--- src/rtl/msx_bus_initiator_pkg.sv ---
// msx_bus_initiator_pkg: shared types for the MSX slot-bus initiator.
//   state_e   - bus-cycle FSM states (IDLE/T1/T2/TW/T3/DONE)
//   cmd_t     - latched command (write, io, slot, addr, wdata)
//   IDLE_DATA - value an undriven MSX data bus reads as
package msx_bus_initiator_pkg;

    typedef enum logic [2:0] {
        ST_IDLE,
        ST_T1,
        ST_T2,
        ST_TW,
        ST_T3,
        ST_DONE
    } state_e;

    typedef struct packed {
        logic        write;
        logic        io;
        logic        slot;
        logic [15:0] addr;
        logic [7:0]  wdata;
    } cmd_t;

    localparam logic [7:0] IDLE_DATA = 8'hFF;

endpackage

--- src/rtl/msx_bus_initiator_if.sv ---
// msx_bus_initiator_if: command/response handshake plus MSX slot-bus signals.
//   master - initiator view (drives cmd_ready, rsp_*, bus strobes/address/data)
//   slave  - requester + responder view (drives cmd_*, bus_d_in, bus_wait_n)
interface msx_bus_initiator_if;

    logic        cmd_valid;
    logic        cmd_ready;
    logic        cmd_write;
    logic        cmd_io;
    logic        cmd_slot;
    logic [15:0] cmd_addr;
    logic [7:0]  cmd_wdata;

    logic        rsp_valid;
    logic [7:0]  rsp_rdata;
    logic        rsp_timeout;

    logic [15:0] bus_a;
    logic [7:0]  bus_d_out;
    logic        bus_d_oe;
    logic [7:0]  bus_d_in;
    logic        bus_mreq_n;
    logic        bus_iorq_n;
    logic        bus_rd_n;
    logic        bus_wr_n;
    logic        bus_sltsl_n;
    logic        bus_wait_n;

    modport master (
        input  cmd_valid, cmd_write, cmd_io, cmd_slot, cmd_addr, cmd_wdata,
        output cmd_ready,
        output rsp_valid, rsp_rdata, rsp_timeout,
        output bus_a, bus_d_out, bus_d_oe,
        output bus_mreq_n, bus_iorq_n, bus_rd_n, bus_wr_n, bus_sltsl_n,
        input  bus_d_in, bus_wait_n
    );

    modport slave (
        output cmd_valid, cmd_write, cmd_io, cmd_slot, cmd_addr, cmd_wdata,
        input  cmd_ready,
        input  rsp_valid, rsp_rdata, rsp_timeout,
        input  bus_a, bus_d_out, bus_d_oe,
        input  bus_mreq_n, bus_iorq_n, bus_rd_n, bus_wr_n, bus_sltsl_n,
        output bus_d_in, bus_wait_n
    );

endinterface

--- src/rtl/msx_tstate_timer.sv ---
// msx_tstate_timer: counts CLK cycles within one Z80 T-state.
//   clk_i, rst_i - clock, synchronous active-high reset
//   restart_i    - FSM is changing state this clock; next T-state starts at 0
//   last_o       - current clock is the last one of the T-state
module msx_tstate_timer #(
    parameter int unsigned TSTATE_CLKS = 4
) (
    input  logic clk_i,
    input  logic rst_i,
    input  logic restart_i,
    output logic last_o
);

    localparam int unsigned CW = (TSTATE_CLKS > 1) ? $clog2(TSTATE_CLKS) : 1;
    localparam logic [CW-1:0] LAST = CW'(TSTATE_CLKS - 1);

    logic [CW-1:0] cnt_q, cnt_d;

    assign last_o = (cnt_q == LAST);

    // Wrapping on last_o lets a state that repeats (TW->TW) start a fresh T-state.
    always_comb begin
        cnt_d = cnt_q + 1'b1;
        if (restart_i || last_o) cnt_d = '0;
    end

    always_ff @(posedge clk_i) begin
        if (rst_i) cnt_q <= '0;
        else       cnt_q <= cnt_d;
    end

endmodule

--- src/rtl/msx_bus_initiator.sv ---
// msx_bus_initiator: turns single commands into Z80-timed MSX slot-bus cycles.
//   CLK, RESET - clock, synchronous active-high reset
//   bus        - msx_bus_initiator_if.master: cmd handshake, response, bus pins
// Optional: define MSX_BUS_INITIATOR_TIMEOUT_EN to abort a cycle after
// TIMEOUT_TS consecutive wait T-states (rsp_timeout=1, read data 8'hFF).
module msx_bus_initiator
    import msx_bus_initiator_pkg::*;
#(
    parameter int unsigned TSTATE_CLKS = 4,
    parameter int unsigned TIMEOUT_TS  = 256
) (
    input  logic                 CLK,
    input  logic                 RESET,
    msx_bus_initiator_if.master  bus
);

    state_e     state_q, state_d;
    cmd_t       cmd_q;
    logic [7:0] rdata_q;
    logic       ts_last;
    logic       accept;
    logic       timeout_hit;
    logic       rsp_to;

    msx_tstate_timer #(.TSTATE_CLKS(TSTATE_CLKS)) u_timer (
        .clk_i     (CLK),
        .rst_i     (RESET),
        .restart_i (state_d != state_q),
        .last_o    (ts_last)
    );

    assign accept = (state_q == ST_IDLE) && bus.cmd_valid;

`ifdef MSX_BUS_INITIATOR_TIMEOUT_EN
    localparam int unsigned TWW = $clog2(TIMEOUT_TS + 1);

    logic [TWW-1:0] tw_cnt_q;
    logic           to_q;

    // tw_cnt_q = completed TW states of the current wait stretch.
    assign timeout_hit = (state_q == ST_TW) && ts_last && !bus.bus_wait_n &&
                         (tw_cnt_q == TWW'(TIMEOUT_TS - 1));
    assign rsp_to      = (state_q == ST_DONE) && to_q;

    always_ff @(posedge CLK) begin
        if (RESET) begin
            tw_cnt_q <= '0;
            to_q     <= 1'b0;
        end else begin
            if (state_q != ST_TW) tw_cnt_q <= '0;
            else if (ts_last)     tw_cnt_q <= tw_cnt_q + 1'b1;
            if (accept)           to_q <= 1'b0;
            else if (timeout_hit) to_q <= 1'b1;
        end
    end
`else
    assign timeout_hit = 1'b0;
    assign rsp_to      = 1'b0;
`endif

    // State register
    always_ff @(posedge CLK) begin
        if (RESET) state_q <= ST_IDLE;
        else       state_q <= state_d;
    end

    // Next-state logic; T-states advance only on their last clock.
    always_comb begin
        state_d = state_q;
        unique case (state_q)
            ST_IDLE: if (accept)  state_d = ST_T1;
            ST_T1:   if (ts_last) state_d = ST_T2;
            // I/O always gets one TW; memory only when WAIT_n is low.
            ST_T2:   if (ts_last) state_d = (cmd_q.io || !bus.bus_wait_n) ? ST_TW : ST_T3;
            ST_TW: begin
                if (ts_last) begin
                    if (bus.bus_wait_n) state_d = ST_T3;
                    else if (timeout_hit) state_d = ST_DONE;
                end
            end
            ST_T3:   if (ts_last) state_d = ST_DONE;
            ST_DONE: state_d = ST_IDLE;
            default: state_d = ST_IDLE;
        endcase
    end

    // Command latch and read data capture
    always_ff @(posedge CLK) begin
        if (RESET) begin
            cmd_q   <= '0;
            rdata_q <= '0;
        end else begin
            if (accept)
                cmd_q <= {bus.cmd_write, bus.cmd_io, bus.cmd_slot, bus.cmd_addr, bus.cmd_wdata};
            if ((state_q == ST_T3) && ts_last && !cmd_q.write)
                rdata_q <= bus.bus_d_in;
`ifdef MSX_BUS_INITIATOR_TIMEOUT_EN
            if (timeout_hit && !cmd_q.write)
                rdata_q <= IDLE_DATA;
`endif
        end
    end

    // Outputs decoded from state; address/data hold the last command.
    always_comb begin
        logic strb;
        logic in_cyc;
        strb   = (state_q == ST_T2) || (state_q == ST_TW) || (state_q == ST_T3);
        in_cyc = strb || (state_q == ST_T1);

        bus.cmd_ready   = (state_q == ST_IDLE) && !RESET;
        bus.rsp_valid   = (state_q == ST_DONE);
        bus.rsp_rdata   = rdata_q;
        bus.rsp_timeout = rsp_to;
        bus.bus_a       = cmd_q.addr;
        bus.bus_d_out   = cmd_q.wdata;
        bus.bus_d_oe    = in_cyc && cmd_q.write;
        bus.bus_mreq_n  = !(strb && !cmd_q.io);
        bus.bus_iorq_n  = !(strb && cmd_q.io);
        bus.bus_rd_n    = !(strb && !cmd_q.write);
        bus.bus_wr_n    = !(strb && cmd_q.write);
        bus.bus_sltsl_n = !(strb && !cmd_q.io && cmd_q.slot);
    end

endmodule

--- src/flat_wrapper.sv ---
// flat-port wrapper written by rule: the top's interface ports become plain ports
module msx_bus_initiator_flat import msx_bus_initiator_pkg::*;
#(
    parameter int unsigned TSTATE_CLKS = 4,
    parameter int unsigned TIMEOUT_TS  = 256
)
  (CLK, RESET, bus_cmd_valid, bus_cmd_write, bus_cmd_io, bus_cmd_slot, bus_cmd_addr, bus_cmd_wdata, bus_cmd_ready, bus_rsp_valid, bus_rsp_rdata, bus_rsp_timeout, bus_bus_a, bus_bus_d_out, bus_bus_d_oe, bus_bus_mreq_n, bus_bus_iorq_n, bus_bus_rd_n, bus_bus_wr_n, bus_bus_sltsl_n, bus_bus_d_in, bus_bus_wait_n);
  msx_bus_initiator_if bus_i ();
  input  logic CLK;
  input  logic RESET;
  input wire logic [$bits(bus_i.cmd_valid)-1:0] bus_cmd_valid;
  input wire logic [$bits(bus_i.cmd_write)-1:0] bus_cmd_write;
  input wire logic [$bits(bus_i.cmd_io)-1:0] bus_cmd_io;
  input wire logic [$bits(bus_i.cmd_slot)-1:0] bus_cmd_slot;
  input wire logic [$bits(bus_i.cmd_addr)-1:0] bus_cmd_addr;
  input wire logic [$bits(bus_i.cmd_wdata)-1:0] bus_cmd_wdata;
  output wire logic [$bits(bus_i.cmd_ready)-1:0] bus_cmd_ready;
  output wire logic [$bits(bus_i.rsp_valid)-1:0] bus_rsp_valid;
  output wire logic [$bits(bus_i.rsp_rdata)-1:0] bus_rsp_rdata;
  output wire logic [$bits(bus_i.rsp_timeout)-1:0] bus_rsp_timeout;
  output wire logic [$bits(bus_i.bus_a)-1:0] bus_bus_a;
  output wire logic [$bits(bus_i.bus_d_out)-1:0] bus_bus_d_out;
  output wire logic [$bits(bus_i.bus_d_oe)-1:0] bus_bus_d_oe;
  output wire logic [$bits(bus_i.bus_mreq_n)-1:0] bus_bus_mreq_n;
  output wire logic [$bits(bus_i.bus_iorq_n)-1:0] bus_bus_iorq_n;
  output wire logic [$bits(bus_i.bus_rd_n)-1:0] bus_bus_rd_n;
  output wire logic [$bits(bus_i.bus_wr_n)-1:0] bus_bus_wr_n;
  output wire logic [$bits(bus_i.bus_sltsl_n)-1:0] bus_bus_sltsl_n;
  input wire logic [$bits(bus_i.bus_d_in)-1:0] bus_bus_d_in;
  input wire logic [$bits(bus_i.bus_wait_n)-1:0] bus_bus_wait_n;
  assign bus_i.cmd_valid = bus_cmd_valid;
  assign bus_i.cmd_write = bus_cmd_write;
  assign bus_i.cmd_io = bus_cmd_io;
  assign bus_i.cmd_slot = bus_cmd_slot;
  assign bus_i.cmd_addr = bus_cmd_addr;
  assign bus_i.cmd_wdata = bus_cmd_wdata;
  assign bus_cmd_ready = bus_i.cmd_ready;
  assign bus_rsp_valid = bus_i.rsp_valid;
  assign bus_rsp_rdata = bus_i.rsp_rdata;
  assign bus_rsp_timeout = bus_i.rsp_timeout;
  assign bus_bus_a = bus_i.bus_a;
  assign bus_bus_d_out = bus_i.bus_d_out;
  assign bus_bus_d_oe = bus_i.bus_d_oe;
  assign bus_bus_mreq_n = bus_i.bus_mreq_n;
  assign bus_bus_iorq_n = bus_i.bus_iorq_n;
  assign bus_bus_rd_n = bus_i.bus_rd_n;
  assign bus_bus_wr_n = bus_i.bus_wr_n;
  assign bus_bus_sltsl_n = bus_i.bus_sltsl_n;
  assign bus_i.bus_d_in = bus_bus_d_in;
  assign bus_i.bus_wait_n = bus_bus_wait_n;
  msx_bus_initiator #(.TSTATE_CLKS(TSTATE_CLKS), .TIMEOUT_TS(TIMEOUT_TS)) u_core (.CLK(CLK), .RESET(RESET), .bus(bus_i));
endmodule
--- config.mk ---
export PLATFORM = sky130hd
export DESIGN_NAME = msx_bus_initiator_flat
export DESIGN_NICKNAME = d
export VERILOG_FILES = /design/src/rtl/msx_bus_initiator_pkg.sv /design/src/rtl/msx_bus_initiator_if.sv /design/src/rtl/msx_tstate_timer.sv /design/src/rtl/msx_bus_initiator.sv /design/src/flat_wrapper.sv
export SDC_FILE = /design/constraint.sdc
export NUM_CORES = 1
export LEC_CHECK = 0
export ABC_AREA = 1
export BUFFER_PORTS_ARGS = -buffer_cell sky130_fd_sc_hd__buf_2
export CORE_MARGIN = 10
export CORE_UTILIZATION = 30
export DETAILED_ROUTE_END_ITERATION = 16
export GPL_ROUTABILITY_DRIVEN = 1
export HOLD_SLACK_MARGIN = 0.1
export SLEW_MARGIN = 20
export SYNTH_ARGS = -nofsm -noshare
export SYNTH_HDL_FRONTEND = slang
export SYNTH_SLANG_ARGS = --single-unit
--- constraint.sdc ---
create_clock -name CLK -period 2.9 [get_ports CLK]
set_clock_uncertainty 0.1 [all_clocks]
set_input_delay 0.145 -clock CLK [delete_from_list [all_inputs] [get_ports CLK]]
set_output_delay 0.145 -clock CLK [all_outputs]
set_load 0.01 [all_outputs]
Yosys cells after proc, flatten, opt, wreduce, memory -nomap -nowiden:

Index checks and enable logic that the tools add are counted.

* register bits after elaboration: 40
* input port bits: 39
* output and inout bits: 41
* word-level logic and storage cells: 50

* $add $sub $neg: 1
* equality and inequality tests: 7
* multiplexer cells: 8
* reduce and logical (&&, ||, !) cells: 26

Operator list (count)
* $mux W3: 7
* $pmux W3 S5: 1
* $logic_and A1 B1 Y1: 10
* $logic_not A1 Y1: 9
* $eq A3 B2 Y1 const B: 2
* $eq A3 B3 Y1 const B: 2
* $logic_or A1 B1 Y1: 5
* $eq A3 B1 Y1 const B: 1
* $logic_not A3 Y1: 1
* $ne A3 B3 Y1: 1
* $add A2 B1 Y2 const B: 1
* $eq A2 B2 Y1 const B: 1
* $reduce_or A2 Y1: 1

Longest topological paths before layout:

Gate-level depths: netlist (run 1).

* depth after elaboration: 8
* gate-level depth with buffers: 9
* gate-level depth less buffers: 9

Cells and area by module:

Synthesis (run 1) repeated with hierarchy kept, for this count alone.

* cell total of the unflattened synthesis: 233
* area, all modules: 1830.5 µm²

Modules (own cells, without submodules)
* msx_bus_initiator: instances 1, cells an instance 224, area each 1755.4 µm²
* msx_tstate_timer: instances 1, cells an instance 9, area each 75.1 µm²

Worst setup path before layout (run 1):

No wires, ideal clock.

* kind: register to register
* from: register u_core.u_timer.cnt_q[0]
* to: register u_core.u_timer.cnt_q[0]
* setup time: 0.114 ns
* arrival: 1.031 ns
* data required time: 2.686 ns
* setup slack: 1.655 ns
* cell stages (with the launch flop): 10
* path buffers: 0
* cells stage by stage: dfxtp_1 > ha_1 > nand2_1 > inv_1 > nand2_1 > nand3_1 > nand3_1 > nand2_1 > nand2_1 > nor2_1

* cells in the longest elaborated chain, start to end: 6
* elaborated cells between the ends (all ways): 10
* those cells by class: add/sub (1); eq/ne (2); mux (5); reduce/logical (2)

Ends and longest elaborated chain
* start: declaration: line msx_tstate_timer.sv:17 `logic [CW-1:0] cnt_q, cnt_d;`
* start signal: assignment: line msx_tstate_timer.sv:29 `else cnt_q <= cnt_d;`
* $eq A2 B2 Y1: line msx_tstate_timer.sv:19 `assign last_o = (cnt_q == LAST);`
* $mux W3, on equally long branches
* $pmux W3 S5: line msx_bus_initiator.sv:70 `unique case (state_q)`
* $ne A3 B3 Y1: line msx_bus_initiator.sv:28 `.restart_i (state_d != state_q),`
* $logic_or A1 B1 Y1: line msx_tstate_timer.sv:24 `if (restart_i || last_o) cnt_d = '0;`
* $reduce_or A2 Y1 (no source line)

Parallel ways exist; a longest one is shown, timed or not.
A chain may end at the register's enable or synchronous reset.

Worst setup path in the final report (run 1):

* from: register u_core.state_q[1]
* to: register u_core.cmd_q (netlist bit u_core.bus.bus_d_out[3])

* cells in the longest elaborated chain, start to end: 2

Ends and longest elaborated chain
* start: declaration: line msx_bus_initiator.sv:17 `state_e state_q, state_d;`
* start signal: assignment: line msx_bus_initiator.sv:64 `else state_q <= state_d;`
* $logic_not A3 Y1: line msx_bus_initiator.sv:32 `assign accept = (state_q == ST_IDLE) && bus.cmd_valid;`
* $logic_and A1 B1 Y1: line msx_bus_initiator.sv:32
* end signal: assignment: line msx_bus_initiator.sv:94 `cmd_q <= {bus.cmd_write, bus.cmd_io, bus.cmd_slot, bus.cmd_addr, bus.cmd_wdata};`
* end: declaration: line msx_bus_initiator.sv:18 `cmd_t cmd_q;`

No other way between the ends.

==> results of run 1 <==
repair_timing:
action                    CTS  global route
hold endpoints to repair   37             0
resized for setup           0             0
hold buffers               36             0
stage by stage:
stage | cell area (um2) | util | total power (uW) | worst slack (ns)
3_3_place_gp | 2030 | 0.362 | 806 | 1.14
4_1_cts | 2500 | 0.445 | 1300 | 1.07
6_report | 2500 | 0.445 | 1280 | 1.06
5_1_grt | 2500 | 0.445 | 1360 | 0.894
2_1_floorplan | 1760 | - | 775 | 1.65
3_5_place_dp | 2030 | 0.362 | 809 | 1.08
worst paths after layout:
kind | to | slack, ns | start | cells past startpoint
worst min register to register | u_core.bus.bus_d_out[7]$_SDFFE_PP0P_ | 0.34 | u_core.bus.bus_d_out[7]$_SDFFE_PP0P_ | 2
worst min-delay path | u_core.state_q[2]$_SDFF_PP0_ | 0.22 | bus_bus_wait_n | 5
worst max-delay path | u_core.bus.bus_d_out[3]$_SDFFE_PP0P_ | 1.06 | u_core.state_q[1]$_SDFF_PP0_ | 5
worst max register to register | u_core.bus.bus_d_out[3]$_SDFFE_PP0P_ | 1.06 | u_core.state_q[1]$_SDFF_PP0_ | 5
power by group:
| part | switching, uW | leakage [uW] | total (uW) | internal (uW) |
|---|---|---|---|---|
| Sequential | 21.5 | 0.000329 | 612 | 591 |
| Clock | 187 | 0.0000552 | 443 | 255 |
| Combinational | 113 | 0.000826 | 220 | 107 |
cells by family after synthesis:
kind of cell	Yosys count	share of synthesized area
AOI/OAI and AO/OA	67	0.192
DFF	40	0.455
adders and majority gates	2	0.0142
buffers and inverters	69	0.207
other	1	0.00213
and+or+nand+nor	53	0.131
worst register-to-register path, stage by stage (launching register included):
cell and delay (ns):
dfxtp_1 0.38, nor2_2 0.19, nand3_2 0.43, buf_4 0.40, o21ai_0 0.18, a21oi_1 0.05
state kept, by name (all words and copies together), names as in the netlist:
name / cells
u_core.state_q: 3
u_core.bus.bus_d_out: 8
u_core.bus.bus_a: 16
u_core.cmd_q: 3
u_core.u_timer.cnt_q: 2
u_core.bus.rsp_rdata: 8
cell type report:
cell class,instances,area [um2]
fill,601,3110
sequential,40,801
timing repair buffer,116,766
multi-input combinational,123,597
inverter,36,135
tap,72,90.1
clock buffer,6,72.6
clock inverter,2,35.0
Yosys cell counts:
library cell | count | area, um2
nor2_1 | 22 | 82.6
conb_1 | 1 | 3.75
ha_1 | 2 | 25.0
a21oi_1 | 28 | 140
buf_4 | 27 | 203
nor3_1 | 1 | 5.00
clkbuf_1 | 2 | 7.51
o21ai_1 | 10 | 50.1
inv_2 | 2 | 7.51
buf_1 | 1 | 3.75
a31oi_1 | 2 | 12.5
dfxtp_1 | 40 | 801
nand4_2 | 1 | 12.5
nor4_1 | 1 | 6.26
o21ai_0 | 27 | 135
nand3b_1 | 1 | 7.51
nand3_2 | 1 | 10.0
nand3_1 | 5 | 25.0
inv_1 | 34 | 128
buf_2 | 3 | 15.0
nor2_2 | 1 | 6.26
nand2_1 | 20 | 75.1
routing by layer:
| metal | vias up | global-route usage | share of wire |
|---|---|---|---|
| met3 | 2 | 0.0440 | 0.082 |
| met4 | 0 | 0.0304 | 0.0038 |
| met2 | 64 | 0.153 | 0.45 |
| met5 | - | 0 | 0 |
| li1 | 892 | - | - |
| met1 | 753 | 0.114 | 0.46 |
==> flow_summary.yaml, run 1 <==
worst_setup_path:
  crit_buf_inv: 1
  criticalPathCategory: "register to register"
  path_max_fanout: 29
  critPathLaunchType: "register"
  crit_chain: "nor2_2 > nand3_2 > buf_4 > o21ai_0 > a21oi_1"
  arrival_ns: 1.91
  slowest_delay_ns: 0.43
  crit_required_ns: 2.97
  critical_path.top_delay_family: "simple AND/OR/NAND/NOR gates"
  slowest_stage: "nand3_2"
  cp-end-kind: "register"
timing:
  fin_crit_sh: 0.633
  hold_violations: 0
  setup_viol: 0
  setup-tns-final_ns: 0
  fmax_ghz: 0.545
  hold_ws_ns: 0.220
  grt_setup_unrepaired: "no"
  period_minus_slack_ns: 1.84
  finalMaxSlewViolations: 0
placement:
  placed_cells: 351
  post-dp-hpwl_mm: 3.39
  numPortBuffers: 78
  globalplace.congestion: 0.859
routing:
  vias: 1711
  drc: 0
  drt_iter0_markers: 33
  post_drt_wl_per_cell_um: 12.0
  post_drt_via_cell_ratio: 4.33
  wl_mm: 4.75
  first_pass_iters: 4
  ant_nets: 0
status:
  status: "finished clean"
synth:
  ys_seq_area_frac: 0.455
  syn_area_per_cell_um2: 7.59
  synth_area_um2: 1760
  ys_warn_count: 0
  ys_ff_latch: 40
  netlist_instances: 232
  synth.distinct_cells: 22
  synth_nets: 273
clocking:
  clk_path_buf_depth: 2
  clkLatencyLatePin_ns: 0.28
  clk_pin_slew_ns: 0.08
  cts_tree: "built"
  htreeDepth: 2
  cts_setup_buffers: 0
  cts_sinks: 40
  cts_buffers: 5
  root_buffer: "clkbuf_8"
grt:
  grt_overflow: 0
  grt_pass1_vias: 1564
  grt_use_total: 0.0969
  grt_max_degree: 38
  grt_first_pass_wirelength_mm: 7.76
  grt_antenna_before_repair: 0
finish:
  stdcell_count: 395
  diodes: 0
  nNetsFinal: 363
  syn_to_final_growth_pct: 41.7
  layout_common_cells: "buf_2, dfxtp_1, dlygate4sd3_1, inv_1, a21oi_1"
  final_common_cell: "buf_2"
  drive_gt1_frac: 0.285
hold_path:
  hp-class: "input pin to register"
pwr:
  ir_drop_mv: 0.234
  p_leak_uw: 0.00121
  powerDensity_nw_per_um2: 511
floorplan:
  rows: 27
  core_region_area_um2: 5610
  die_w_um: 96.6
  initial_utilization: 0.314
  dieArea_um2: 9340
  die_h_um: 96.6
  io_pins: 80
flow_run:
  drv_cap: 0
Note: power is estimated with default switching activity, not from simulation.
==> run 2, diff against run 1 <==
- ABC_AREA: 1 -> 0
- clock period: 2.9 -> 1.5 ns (I/O delays scaled with it)
==> run 2 against run 1 <==
Against the previous run: the run now ends with negative setup slack left; via count is 10% higher; setup slack got worse by 1.2 ns; flip-flop and latch count did not move; first-iteration DRC count increased by 79%; global-route usage grew 2.0 points; core utilization up 4.9 points; clock-buffer cell count stayed put; area after synthesis rose by 9.4%; sequential power grew 90%; critical path depth unchanged; critical path type is now register to primary output; largest power group unchanged.
==> flow_summary.yaml, run 2 <==
status:
  violations: "negative setup slack"
  status: "finished, violations left"
finish:
  nNetsFinal: 372
  layout_common_cells: "buf_2, dlygate4sd3_1, dfxtp_1, nand2_1, a21oi_2"
  diodes: 0
  drive_gt1_frac: 0.532
  syn_to_final_growth_pct: 61.7
  final_common_cell: "buf_2"
  nFillCells: 607
  fin_area_um2: 3120
  largest_reg_flops: 16
grt:
  grt_antenna_before_repair: 0
  grt_first_pass_wirelength_mm: 9.68
  grt_use_total: 0.117
  grt_max_degree: 22
  grt_pass1_vias: 1962
  grt_overflow: 0
synth:
  async_reset_ff_frac: 0
  synth_top_area_cell: "dfxtp_1"
  synth_area_um2: 1930
  synth.top_cell.area_share: 0.415
  netlist_instances: 226
  ys_top_cells_by_count: "dfxtp_1, nand2_1, buf_4, a21oi_1, nand2_2"
  synth_ff_type: "dfxtp_1"
  synth_nets: 267
  synth.distinct_cells: 37
  ys_ff_latch: 40
  ys_warn_count: 0
  syn_area_per_cell_um2: 8.53
  yosys-top-cells-area: "dfxtp_1, buf_4, nand2_1, nand2_2, a21oi_2"
  ys_seq_area_frac: 0.415
  synth-edff-count: 0
pwr:
  p_sw_frac: 0.276
  p_leak_uw: 0.00133
  power_frac_seq: 0.484
  ir_drop_mv: 0.385
  switchingPower_uw: 662
  powerDensity_nw_per_um2: 768
  total_power_uw: 2390
  combPwrFrac: 0.235
  clkPwrFrac: 0.281
  p_int_uw: 1730
timing:
  hold_ws_ns: 0.248
  setup_viol: 37
  setup-tns-final_ns: -4.27
  hold_violations: 0
  period_minus_slack_ns: 1.66
  finalMaxSlewViolations: 0
  fin_crit_sh: 1.10
  setup_ws_ns: -0.155
  grt_setup_unrepaired: "yes"
  fmax_ghz: 0.604
floorplan:
  die_h_um: 100
  core_region_area_um2: 6310
  rows: 29
  initial_utilization: 0.305
  dieArea_um2: 10000
  io_pins: 80
  die_w_um: 100
placement:
  numPortBuffers: 78
  dpl_cell_area_um2: 2280
  globalplace.congestion: 0.773
  post-dp-hpwl_mm: 3.79
worst_setup_path:
  path_max_fanout: 5
  crit_path_start: "u_core.state_q[1]$_SDFF_PP0_"
  rr_worst_depth: 5
  crit_required_ns: 1.32
  cp-end-kind: "primary output"
  criticalPathCategory: "register to primary output"
  critPathLaunchType: "register"
  regToRegSetupSlack_ns: -0.14
  rr_startpoint: "u_core.state_q[1]$_SDFF_PP0_"
  crit_end: "bus_bus_sltsl_n"
  reg2reg_to: "u_core.state_q[0]$_SDFF_PP0_"
  arrival_ns: 1.48
flow_run:
  drv_cap: 0
clocking:
  clkLatencyLatePin_ns: 0.29
  cts_tree: "built"
  cts_buffers: 5
  cts_sinks: 40
  clk_path_buf_depth: 2
  root_buffer: "clkbuf_8"
  clk_pin_slew_ns: 0.08
  htreeDepth: 2
routing:
  first_pass_iters: 4
  wl_mm: 6.17
  ant_nets: 0
  vias: 1884
  drc: 0
  post_drt_wl_per_cell_um: 15.1
  drt_iter0_markers: 59
  post_drt_via_cell_ratio: 4.62
hold_path:
  hp-class: "input pin to register"
[run 2: cell types whose count changed in the layout (fill, tap and decap cells not counted), moves of 6 or more]
cell / change
inv_1: -33
a21oi_2: +22
nor2_1: -21
o21ai_0: -21
nand2_2: +17
a21oi_1: -14
nand2_1: +13
nand2_4: +10
buf_4: +8
o21ai_1: -7
buf_6: +6
[run 2: critical path: stages (launching register included)]
cell	delay [ns]
dfxtp_2	0.34
buf_12	0.12
or3b_4	0.41
nand2_4	0.10
nand3b_1	0.08
buf_2	0.14
[run 2: worst min path at each step]
stage / from / end / cells after the start
after global routing: bus_cmd_valid / u_core.bus.bus_a[9]$_SDFFE_PP0P_ / 5
after detailed placement: bus_cmd_wdata[7] / u_core.bus.bus_d_out[7]$_SDFFE_PP0P_ / 3
after CTS: u_core.bus.bus_a[8]$_SDFFE_PP0P_ / u_core.bus.bus_a[8]$_SDFFE_PP0P_ / 2
final: bus_cmd_valid / u_core.bus.bus_a[9]$_SDFFE_PP0P_ / 5
after global placement: bus_cmd_wdata[7] / u_core.bus.bus_d_out[7]$_SDFFE_PP0P_ / 3
after floorplan: bus_cmd_addr[11] / u_core.bus.bus_a[11]$_SDFFE_PP0P_ / 2
[run 2: area by class of cell]
class                           count  area, um2  share of cell area
Multi-Input combinational cell    144       1060               0.341
Timing Repair Buffer              138       1070               0.343
Tap cell                           77       96.3              0.0309
Clock buffer                        6       72.6              0.0233
Sequential cell                    40        806               0.258
Clock inverter                      1       5.00             0.00161
Inverter                            2       7.51             0.00241
[run 2: through the flow]
| stage | utilization | std cells | setup WS, ns |
|---|---|---|---|
| 6_report | 0.494 | 408 | -0.155 |
| 5_1_grt | 0.494 | 408 | -0.214 |
| 4_1_cts | 0.467 | 407 | -0.169 |
| 3_5_place_dp | 0.361 | 356 | -0.0297 |
| 3_3_place_gp | 0.361 | 356 | -0.00692 |
| 2_1_floorplan | - | 226 | 0.0100 |
[run 2: power groups by stage]
stage,registers (uW),clock network [uW],logic [uW]
after detailed placement,1170,0,360
after global placement,1170,0,356
after CTS,1150,704,527
final,1160,673,562
after global routing,1170,756,613
after floorplan,1170,0,270
[run 2: logic make-up (layout without fill, tap and decap cells)]
| family | Yosys count | count (layout) | synth area share |
|---|---|---|---|
| compound gates | 50 | 50 | 0.164 |
| simple gates | 91 | 91 | 0.256 |
| buf+inv | 42 | 147 | 0.151 |
| other cells | 1 | 1 | 0.00194 |
| fa+ha+maj | 2 | 2 | 0.0130 |
| flops | 40 | 40 | 0.415 |
[run 2: layer usage]
layer / vias up / routed length (um) / global-route usage
met5: - / 0 / 0
met4: 0 / 19 / 0.0261
met3: 2 / 451 / 0.0474
met2: 52 / 3240 / 0.207
met1: 885 / 2460 / 0.127
li1: 945 / - / -
[run 2: timing repair]
item / in CTS / in global routing
hold buffers: 37 / 0
setup endpoints to repair: 36 / 46
hold endpoints to repair: 38 / 0
pin swaps: 8 / 5
cloned: 3 / 1
buffers inserted: 4 / 1
gates resized for setup: 24 / 44
